==> src/rtl/fft_pkg.sv <==
// Shared types and constants for the FFT sample loader.
package fft_pkg;

   // Loader FSM states.
   typedef enum logic [2:0] {
      S_FILL   = 3'd0,
      S_ARM    = 3'd1,
      S_STREAM = 3'd2,
      S_WAIT   = 3'd3,
      S_REL    = 3'd4
   } state_t;

   // Mode codes presented to the FFT core.
   localparam logic [1:0] MODE_IDLE = 2'b00;
   localparam logic [1:0] MODE_RUN  = 2'b01;

endpackage

==> src/rtl/sample_bank.sv <==
// One N-entry sample bank: synchronous write, asynchronous indexed read.
// Contents are deliberately not reset.
module sample_bank #(
   parameter int N          = 16,
   parameter int DATA_WIDTH = 16,
   parameter int ADDR_WIDTH = $clog2(N)
) (
   input  logic                         clk,
   input  logic                         we,
   input  logic [ADDR_WIDTH-1:0]        waddr,
   input  logic signed [DATA_WIDTH-1:0] wdata,
   input  logic [ADDR_WIDTH-1:0]        raddr,
   output logic signed [DATA_WIDTH-1:0] rdata
);

   logic signed [DATA_WIDTH-1:0] mem_q [N];

   // Store the incoming sample at the write index.
   always_ff @(posedge clk) begin
      if (we) begin
         mem_q[waddr] <= wdata;
      end
   end

   assign rdata = mem_q[raddr];

endmodule

==> src/rtl/fft_sample_loader.sv <==
// Ping-pong buffers upstream real samples and hands each full bank to the
// downstream FFT core, one sample per cycle, then waits for the core's done
// handshake before counting the frame.
module fft_sample_loader
   import fft_pkg::*;
#(
   parameter int N          = 16,
   parameter int DATA_WIDTH = 16,
   parameter int ADDR_WIDTH = $clog2(N)
) (
   input  logic                         clk,
   input  logic                         rst,
   input  logic                         s_valid,
   output logic                         s_ready,
   input  logic signed [DATA_WIDTH-1:0] s_data,
   input  logic                         fft_done,
   output logic                         fft_en,
   output logic [1:0]                   fft_mode,
   output logic signed [DATA_WIDTH-1:0] fft_x_out,
   output logic [7:0]                   frame_cnt,
   output logic                         busy
);

   localparam logic [ADDR_WIDTH-1:0] LAST_IDX = ADDR_WIDTH'(N - 1);
   localparam logic [ADDR_WIDTH-1:0] IDX_ONE  = ADDR_WIDTH'(1);

   state_t                       state_q, state_d;
   logic                         wb_q, wb_d;
   logic                         rb_q, rb_d;
   logic [ADDR_WIDTH-1:0]        wr_idx_q, wr_idx_d;
   logic [ADDR_WIDTH-1:0]        rd_idx_q, rd_idx_d;
   logic [ADDR_WIDTH-1:0]        rd_addr;
   logic [1:0]                   full_q, full_d, set_full, clr_full;
   logic signed [DATA_WIDTH-1:0] x_q, x_d, rd_data;
   logic signed [DATA_WIDTH-1:0] bank_rdata [2];
   logic [7:0]                   frame_cnt_q, frame_cnt_d;
   logic                         transfer;

   assign s_ready   = ~full_q[wb_q];
   assign transfer  = s_valid & s_ready;
   assign busy      = (state_q != S_FILL);
   assign fft_x_out = x_q;
   assign frame_cnt = frame_cnt_q;
   // S_ARM always fetches the first sample of the read bank.
   assign rd_addr   = (state_q == S_ARM) ? '0 : rd_idx_q;
   assign rd_data   = bank_rdata[rb_q];

   generate
      for (genvar gi = 0; gi < 2; gi++) begin : g_bank
         sample_bank #(
            .N          (N),
            .DATA_WIDTH (DATA_WIDTH),
            .ADDR_WIDTH (ADDR_WIDTH)
         ) u_bank (
            .clk   (clk),
            .we    (transfer && (wb_q == 1'(gi))),
            .waddr (wr_idx_q),
            .wdata (s_data),
            .raddr (rd_addr),
            .rdata (bank_rdata[gi])
         );
      end
   endgenerate

   // Write side: advance the fill index and flip banks when one completes.
   always_comb begin
      wb_d     = wb_q;
      wr_idx_d = wr_idx_q;
      set_full = 2'b00;
      if (transfer) begin
         wr_idx_d = wr_idx_q + IDX_ONE;
         if (wr_idx_q == LAST_IDX) begin
            set_full[wb_q] = 1'b1;
            wb_d           = ~wb_q;
         end
      end
   end

   // Read side FSM: next state, core controls and the output sample pipeline.
   always_comb begin
      state_d     = state_q;
      rb_d        = rb_q;
      rd_idx_d    = rd_idx_q;
      x_d         = x_q;
      frame_cnt_d = frame_cnt_q;
      clr_full    = 2'b00;
      fft_en      = 1'b0;
      fft_mode    = MODE_IDLE;
      case (state_q)
         S_FILL: begin
            if (full_q[rb_q]) begin
               state_d = S_ARM;
            end
         end
         S_ARM: begin
            fft_en   = 1'b1;
            fft_mode = MODE_RUN;
            x_d      = rd_data;
            rd_idx_d = IDX_ONE;
            state_d  = S_STREAM;
         end
         S_STREAM: begin
            fft_en   = 1'b1;
            fft_mode = MODE_RUN;
            // rd_idx wraps to 0 during the last sample's cycle.
            if (rd_idx_q == '0) begin
               clr_full[rb_q] = 1'b1;
               rb_d           = ~rb_q;
               state_d        = S_WAIT;
            end else begin
               x_d      = rd_data;
               rd_idx_d = rd_idx_q + IDX_ONE;
            end
         end
         S_WAIT: begin
            fft_en   = 1'b1;
            fft_mode = MODE_RUN;
            if (fft_done) begin
               state_d = S_REL;
            end
         end
         S_REL: begin
            if (!fft_done) begin
               frame_cnt_d = frame_cnt_q + 8'd1;
               state_d     = S_FILL;
            end
         end
         default: begin
            state_d = S_FILL;
         end
      endcase
   end

   // Set and clear never target the same bank, so both may act on one edge.
   always_comb begin
      full_d = (full_q | set_full) & ~clr_full;
   end

   // State registers.
   always_ff @(posedge clk or posedge rst) begin
      if (rst) begin
         state_q     <= S_FILL;
         wb_q        <= 1'b0;
         rb_q        <= 1'b0;
         wr_idx_q    <= '0;
         rd_idx_q    <= '0;
         full_q      <= 2'b00;
         x_q         <= '0;
         frame_cnt_q <= 8'd0;
      end else begin
         state_q     <= state_d;
         wb_q        <= wb_d;
         rb_q        <= rb_d;
         wr_idx_q    <= wr_idx_d;
         rd_idx_q    <= rd_idx_d;
         full_q      <= full_d;
         x_q         <= x_d;
         frame_cnt_q <= frame_cnt_d;
      end
   end

endmodule

==> config.mk <==
export PLATFORM = sky130hd
export DESIGN_NAME = fft_sample_loader
export DESIGN_NICKNAME = d
export VERILOG_FILES = /design/src/rtl/fft_pkg.sv /design/src/rtl/sample_bank.sv /design/src/rtl/fft_sample_loader.sv
export SDC_FILE = /design/constraint.sdc
export NUM_CORES = 1
export LEC_CHECK = 0
export CAP_MARGIN = 15
export CELL_PAD_IN_SITES_DETAIL_PLACEMENT = 2
export CELL_PAD_IN_SITES_GLOBAL_PLACEMENT = 2
export CORE_MARGIN = 4
export CORE_UTILIZATION = 48
export CTS_BUF_LIST = sky130_fd_sc_hd__clkbuf_8
export CTS_CLUSTER_DIAMETER = 30
export DETAILED_ROUTE_END_ITERATION = 7
export PLACE_DENSITY_LB_ADDON = 0.3
export SYNTH_ARGS = -nofsm -noshare
export SYNTH_HDL_FRONTEND = slang
export SYNTH_SLANG_ARGS = --single-unit
==> constraint.sdc <==
create_clock -name clk -period 3.4 [get_ports clk]
set_input_delay 0.68 -clock clk [delete_from_list [all_inputs] [get_ports clk]]
set_output_delay 0.68 -clock clk [all_outputs]
set_load 0.03 [all_outputs]
Word-level counts from Yosys, hierarchy flattened
Memories as Yosys holds them, arrays and structs flattened.
Cells that the tools add are included.
{"block": "totals", "reg_bits": 39, "mem_bits_rw": 512, "in_bits": 20, "wordCells": 82, "mem_count": 2}
{"name": "g_bank[0].u_bank.mem_q", "words": 16, "width": 16, "rd": 1, "rd_ports_with_merged_regs": 0, "wr": 1, "line_no": "sample_bank.sv:16", "rtl": "logic signed [DATA_WIDTH-1:0] mem_q [N];"}
{"name": "g_bank[1].u_bank.mem_q", "words": 16, "width": 16, "rd": 1, "rd_ports_with_merged_regs": 0, "wr": 1, "line_no": "sample_bank.sv:16"}
{"block": "classes", "add_sub_neg": 3, "order_cmp": 5, "n_eq_ne": 10, "mux": 31, "bitwise": 9, "reduce_logical": 14}
{"operator": "2-to-1 mux 16 bit", "n": 4}
{"operator": "one-hot mux 16 bit (2 select lines)", "n": 1}
{"operator": "one-hot mux 3 bit (5 select lines)", "n": 1}
{"operator": "2-to-1 mux 1 bit", "n": 12}
{"operator": "2-to-1 mux 3 bit", "n": 4}
{"operator": "!= test 2 bit (second input constant)", "n": 5}
{"operator": "adder 4 x 1 -> 4 bit (second input constant)", "n": 2}
{"operator": "adder 8 x 1 -> 8 bit (second input constant)", "n": 1}
{"operator": "2-to-1 mux 2 bit", "n": 4}
{"operator": "2-to-1 mux 4 bit", "n": 2}
{"operator": "one-hot mux 4 bit (2 select lines)", "n": 1}
{"operator": "AND reduction 2 bit", "n": 4}
{"operator": "== test 3 x 2 -> 1 bit (second input constant)", "n": 2}
{"operator": "== test 4 bit (second input constant)", "n": 1}
{"operator": "logical AND 1 bit", "n": 4}
{"operator": "zero test 4 bit", "n": 1}
{"operator": "< comparator 1 x 2 -> 1 bit (second input constant)", "n": 2}
{"operator": "inverter 1 bit", "n": 4}
{"operator": "AND reduction 4 bit", "n": 1}
{"operator": "== test 3 x 1 -> 1 bit (second input constant)", "n": 1}
{"operator": "== test 3 bit (second input constant)", "n": 1}
{"operator": "zero test 3 bit", "n": 1}
{"operator": "nonzero test 3 bit", "n": 1}
{"operator": "OR reduction 3 bit", "n": 1}
{"operator": "other kinds (9)", "n": 11}

Logic depth before layout (Yosys ltp)
{"block": "depth", "word_depth": 8, "mapped_depth": 12, "ltp_nobuf": 8}

Cells and area by module
From an unflattened synthesis, not the netlist that was laid out.
{"block": "unflattened", "cells_unflattened": 1017, "hier_area_um2": 21415.5}
{"mod": "sample_bank", "instances": 2, "cells_per_inst": 416, "area_each_um2": 9723.1}
{"mod": "fft_sample_loader", "instances": 1, "cells_per_inst": 185, "area_each_um2": 1969.4}

Least setup slack after synthesis
Ideal clock, no wire load.
{"block": "synth_path", "path_type": "flip-flop to flip-flop", "start": "reg rd_idx_q[1]", "end": "reg x_q[0] (netlist: fft_x_out[0])", "setup_time_ns": 0.122, "arrival_time_ns": 2.553, "required_ns": 3.278, "setup_slack_ns": 0.726, "stages_incl_launch_ff": 13, "n_path_buf": 4, "period_less_slack_ns": 2.674, "path_cell_list": "dfrtp_1 -> buf_2 -> clkinv_1 -> clkbuf_1 -> ha_1 -> nor3b_2 -> or3b_1 -> a21oi_4 -> and3_4 -> buf_6 -> buf_6 -> o221ai_2 -> o2111a_1"}
{"block": "synth_between", "elab_chain_len": 7, "word_cells_on_any_way": 11}
{"element": "from (decl)", "line_no": "fft_sample_loader.sv:31", "rtl": "logic [ADDR_WIDTH-1:0] rd_idx_q, rd_idx_d;"}
{"element": "from (signal assigned)", "line_no": "fft_sample_loader.sv:155", "rtl": "rd_idx_q <= rd_idx_d;"}
{"element": "2-to-1 mux 4 bit", "line_no": "fft_sample_loader.sv:45", "rtl": "assign rd_addr = (state_q == S_ARM) ? '0 : rd_idx_q;"}
{"element": "memory (16 x 16 bit)"}
{"element": "2-to-1 mux 16 bit (implied by the code) (3 in a row)", "line_no": "fft_sample_loader.sv:46", "rtl": "assign rd_data = bank_rdata[rb_q];"}
{"element": "2-to-1 mux 16 bit", "line_no": "fft_sample_loader.sv:106", "rtl": "if (rd_idx_q == '0) begin"}
{"element": "one-hot mux 16 bit (2 select lines)", "line_no": "fft_sample_loader.sv:89", "rtl": "case (state_q)"}
{"element": "to (signal assigned)", "line_no": "fft_sample_loader.sv:148", "rtl": "x_q <= '0;"}
{"element": "to (signal assigned)", "line_no": "fft_sample_loader.sv:157", "rtl": "x_q <= x_d;"}
{"element": "to (decl)", "line_no": "fft_sample_loader.sv:34", "rtl": "logic signed [DATA_WIDTH-1:0] x_q, x_d, rd_data;"}
Parallel ways exist; a longest one is shown, timed or not. The select of a mux whose other input is x is not followed.
A chain may end at the register's enable or synchronous reset.

Worst setup path after layout
{"block": "layout_path", "start": "reg rd_idx_q[1]", "end": "reg x_q[1] (netlist: fft_x_out[1])"}
The elaborated chain is that of the path after synthesis.

==> impl_metrics.toml <==
[final_layout]
area_growth_syn_to_layout_pct = 17.7
fill_cells = 4048
multi_input_area_um2 = 5650
drive_above_1_share = 0.218
fin_nets = 1585
register_area_um2 = 16400
fin_cells = 2264

[logic_synthesis]
synth-edff-count = 512
syn_nets = 1449
synth_top_area_frac = 0.682
synthCells = 1422
ys_seq_area_frac = 0.725
ys_warn_count = 0
async_reset_ff_frac = 0.0708
synth_cell_types = 53
yosys.area.top_type = "edfxtp_1"
ys_ff_latch = 551
synth_common_cells = "edfxtp_1, nor2_1, nand2_1, clkbuf_1, a21oi_1"
avgSynthCellArea_um2 = 15.9
synth_area_um2 = 22500
ys_dominant_reg_cell = "edfxtp_1"
yosys-top-cells-area = "edfxtp_1, dfrtp_1, mux4_2"
yosysMostFrequentCell = "edfxtp_1"

[grt]
grt.total_usage = 0.353
grt_max_degree = 185
grt_pass1_vias = 16500
gr-usage-met3 = 0.0958
met1_usage = 0.452
grt_remaining_overflow = 0
grt_first_pass_wirelength_um = 128000
antenna_found_initial = 6
gr-usage-met2 = 0.565
grt-busiest-layer = "met2"

[sta]
drv_slew = 0
tns_ps = 0
rsz0062_at_grt = "no"
period_share = 0.935
timing.final.hold_violations = 0
max_freq_ghz = 0.314
worst_pin_slew_ps = 1090
finalSetupViolCount = 0
finClkSkew_ps = 49.9
finalCriticalPeriod_ps = 3180
max_slew_margin = 0.273

[clock_tree]
numCtsBuffers = 117
cts.hold.buffers_added = 0
clockRootBuffer = "clkbuf_8"
cts_post_setup_buffers_inserted = 0
cts_tree = "yes"
cts-htree-levels = 3
clk_path_buf_depth = 3
cts_sinks = 551
clk_pin_slew_ps = 70
post_cts_resized = 0
clk_latency_ps = 740

[power]
irDropWorstVdd_mv = 0.866
powerDensity_nw_per_um2 = 910
p_leak_nw = 8.87
power.total_mw = 24.1

[placement]
dp.cells = 2045
dp_hpwl_um = 45500
place.port_buffers = 47
place_congestion = 0.952

[detailed_routing]
dr_total_vias = 15400
initialDrtViolationCount = 2417
viasPerCell = 6.82
drt_wl_total_um = 89300
drc = 0
dr.pass1.iters = 5
wire_per_inst_um = 39.5
ant_nets = 0

[worst_setup_path]
crit_arrival_ps = 3780
path_max_fanout = 17
critical_path_buf_inv_count = 2
crit_cells = 9
required_ps = 4000
rr_endpoint = "fft_x_out[1]"
crit_type = "flop to flop"
reg2reg_depth = 9
slowest_delay_ps = 630
crit_family = "simple AND/OR/NAND/NOR gates"
crit_slowest_cell = "and2_1"
endpoint_kind = "flop"
regToRegStartpoint = "rd_idx_q[1]"
worst_setup_path_start_kind = "flop"
cp-startpoint = "rd_idx_q[1]"
cp_cell_sequence = "clkinv_1 -> ha_1 -> nor3b_2 -> or3b_1 -> a21oi_4 -> buf_4 -> and2_1 -> o211ai_1 -> o2111a_1"
rrSetupSlack_ps = 220

[hold_path]
min_to = "frame_cnt[7]"
min_path_cells = 1
hold_class = "flop to flop"
hp-start = "frame_cnt[7]"

[die]
die_w_um = 225
die-area_um2 = 50500
die_h_um = 225
start_util = 0.485
num_rows = 79
io_pins = 49
core_area_um2 = 46500

[status]
status = "finished, final reports clean"

[run]
maxCapViolCount = 0
-- power by group --
group	internal [mW]	switching [mW]	leakage, nW
sequential	7.97	0.525	5.08
combinational	2.32	5.12	2.43
clock	4.68	3.52	1.36
-- routing by layer --
metal	wire length (um)	up-vias
met4	5150	4
met2	42300	1137
met3	8990	293
met5	28	-
met1	32900	8070
li1	-	5939
-- state kept, by name (all words and copies together) (netlist names) --
| name | cells |
|---|---|
| rb_q | 1 |
| g_bank.u_bank.mem_q | 512 |
| wb_q | 1 |
| wr_idx_q | 4 |
| full_q | 2 |
| fft_x_out | 16 |
| rd_idx_q | 4 |
| state_q | 3 |
| frame_cnt | 8 |
-- stage by stage --
stage                     setup slack, ps  hold WS, ps  cell area (um2)  utilization
after CTS                             278          495            26500        0.571
final                                 220          490            26500        0.571
after floorplan                       726          488            22500            -
after global placement                616          462            23900        0.515
after detailed placement              479          484            23900        0.515
after global routing                  134          502            26500        0.571
-- worst max-delay path by stage --
stage | to | slack, ps
global placement | fft_x_out[10] | 620
global route | fft_x_out[6] | 130
detailed placement | fft_x_out[11] | 480
CTS | fft_en | 280
floorplan | fft_x_out[0] | 730
finish | fft_x_out[1] | 220
-- worst reg2reg max path, delay by kind of cell, from the launching register on --
kind / cells / cell delay (ps)
AOI/OAI and AO/OA: 3 / 740
adders and majority gates: 1 / 210
buffers and inverters: 2 / 440
DFF: 1 / 440
and+or+nand+nor: 3 / 1260
-- placed cells by master (no fill, tap or decap), drive strengths merged, types with 39 or more instances in the layout --
cell type | netlist | final
a21oi | 54 | 54
buf | 48 | 76
clkbuf | 58 | 123
clkdlybuf4s50 | 0 | 47
clkinv | 1 | 40
dfrtp | 39 | 39
edfxtp | 512 | 512
inv | 21 | 44
mux2 | 51 | 51
mux2i | 49 | 49
nand2 | 69 | 69
nor2 | 128 | 128
o211ai | 47 | 47
-- cell families (layout without fill, tap and decap cells) --
logic type      Yosys count  count (layout)  share of synthesized area
compound gates          310             310                      0.105
xor+xnor                 11              11                    0.00427
fa+ha+maj                 7               7                    0.00388
buf+inv                 128             361                     0.0247
flops                   551             551                      0.725
mux                     132             132                     0.0792
other cells               1               3                   0.000166
simple gates            282             282                     0.0572
-- cell type report --
class,instances,area share
inverters,22,0.00311
flip-flops and latches,551,0.617
well taps,607,0.0286
repair buffers,123,0.0407
multi-input cells,743,0.213
clock inverters,93,0.0338
clock buffers,123,0.0638
diodes,2,0.000189
Note: power is estimated with default switching activity, not from simulation.
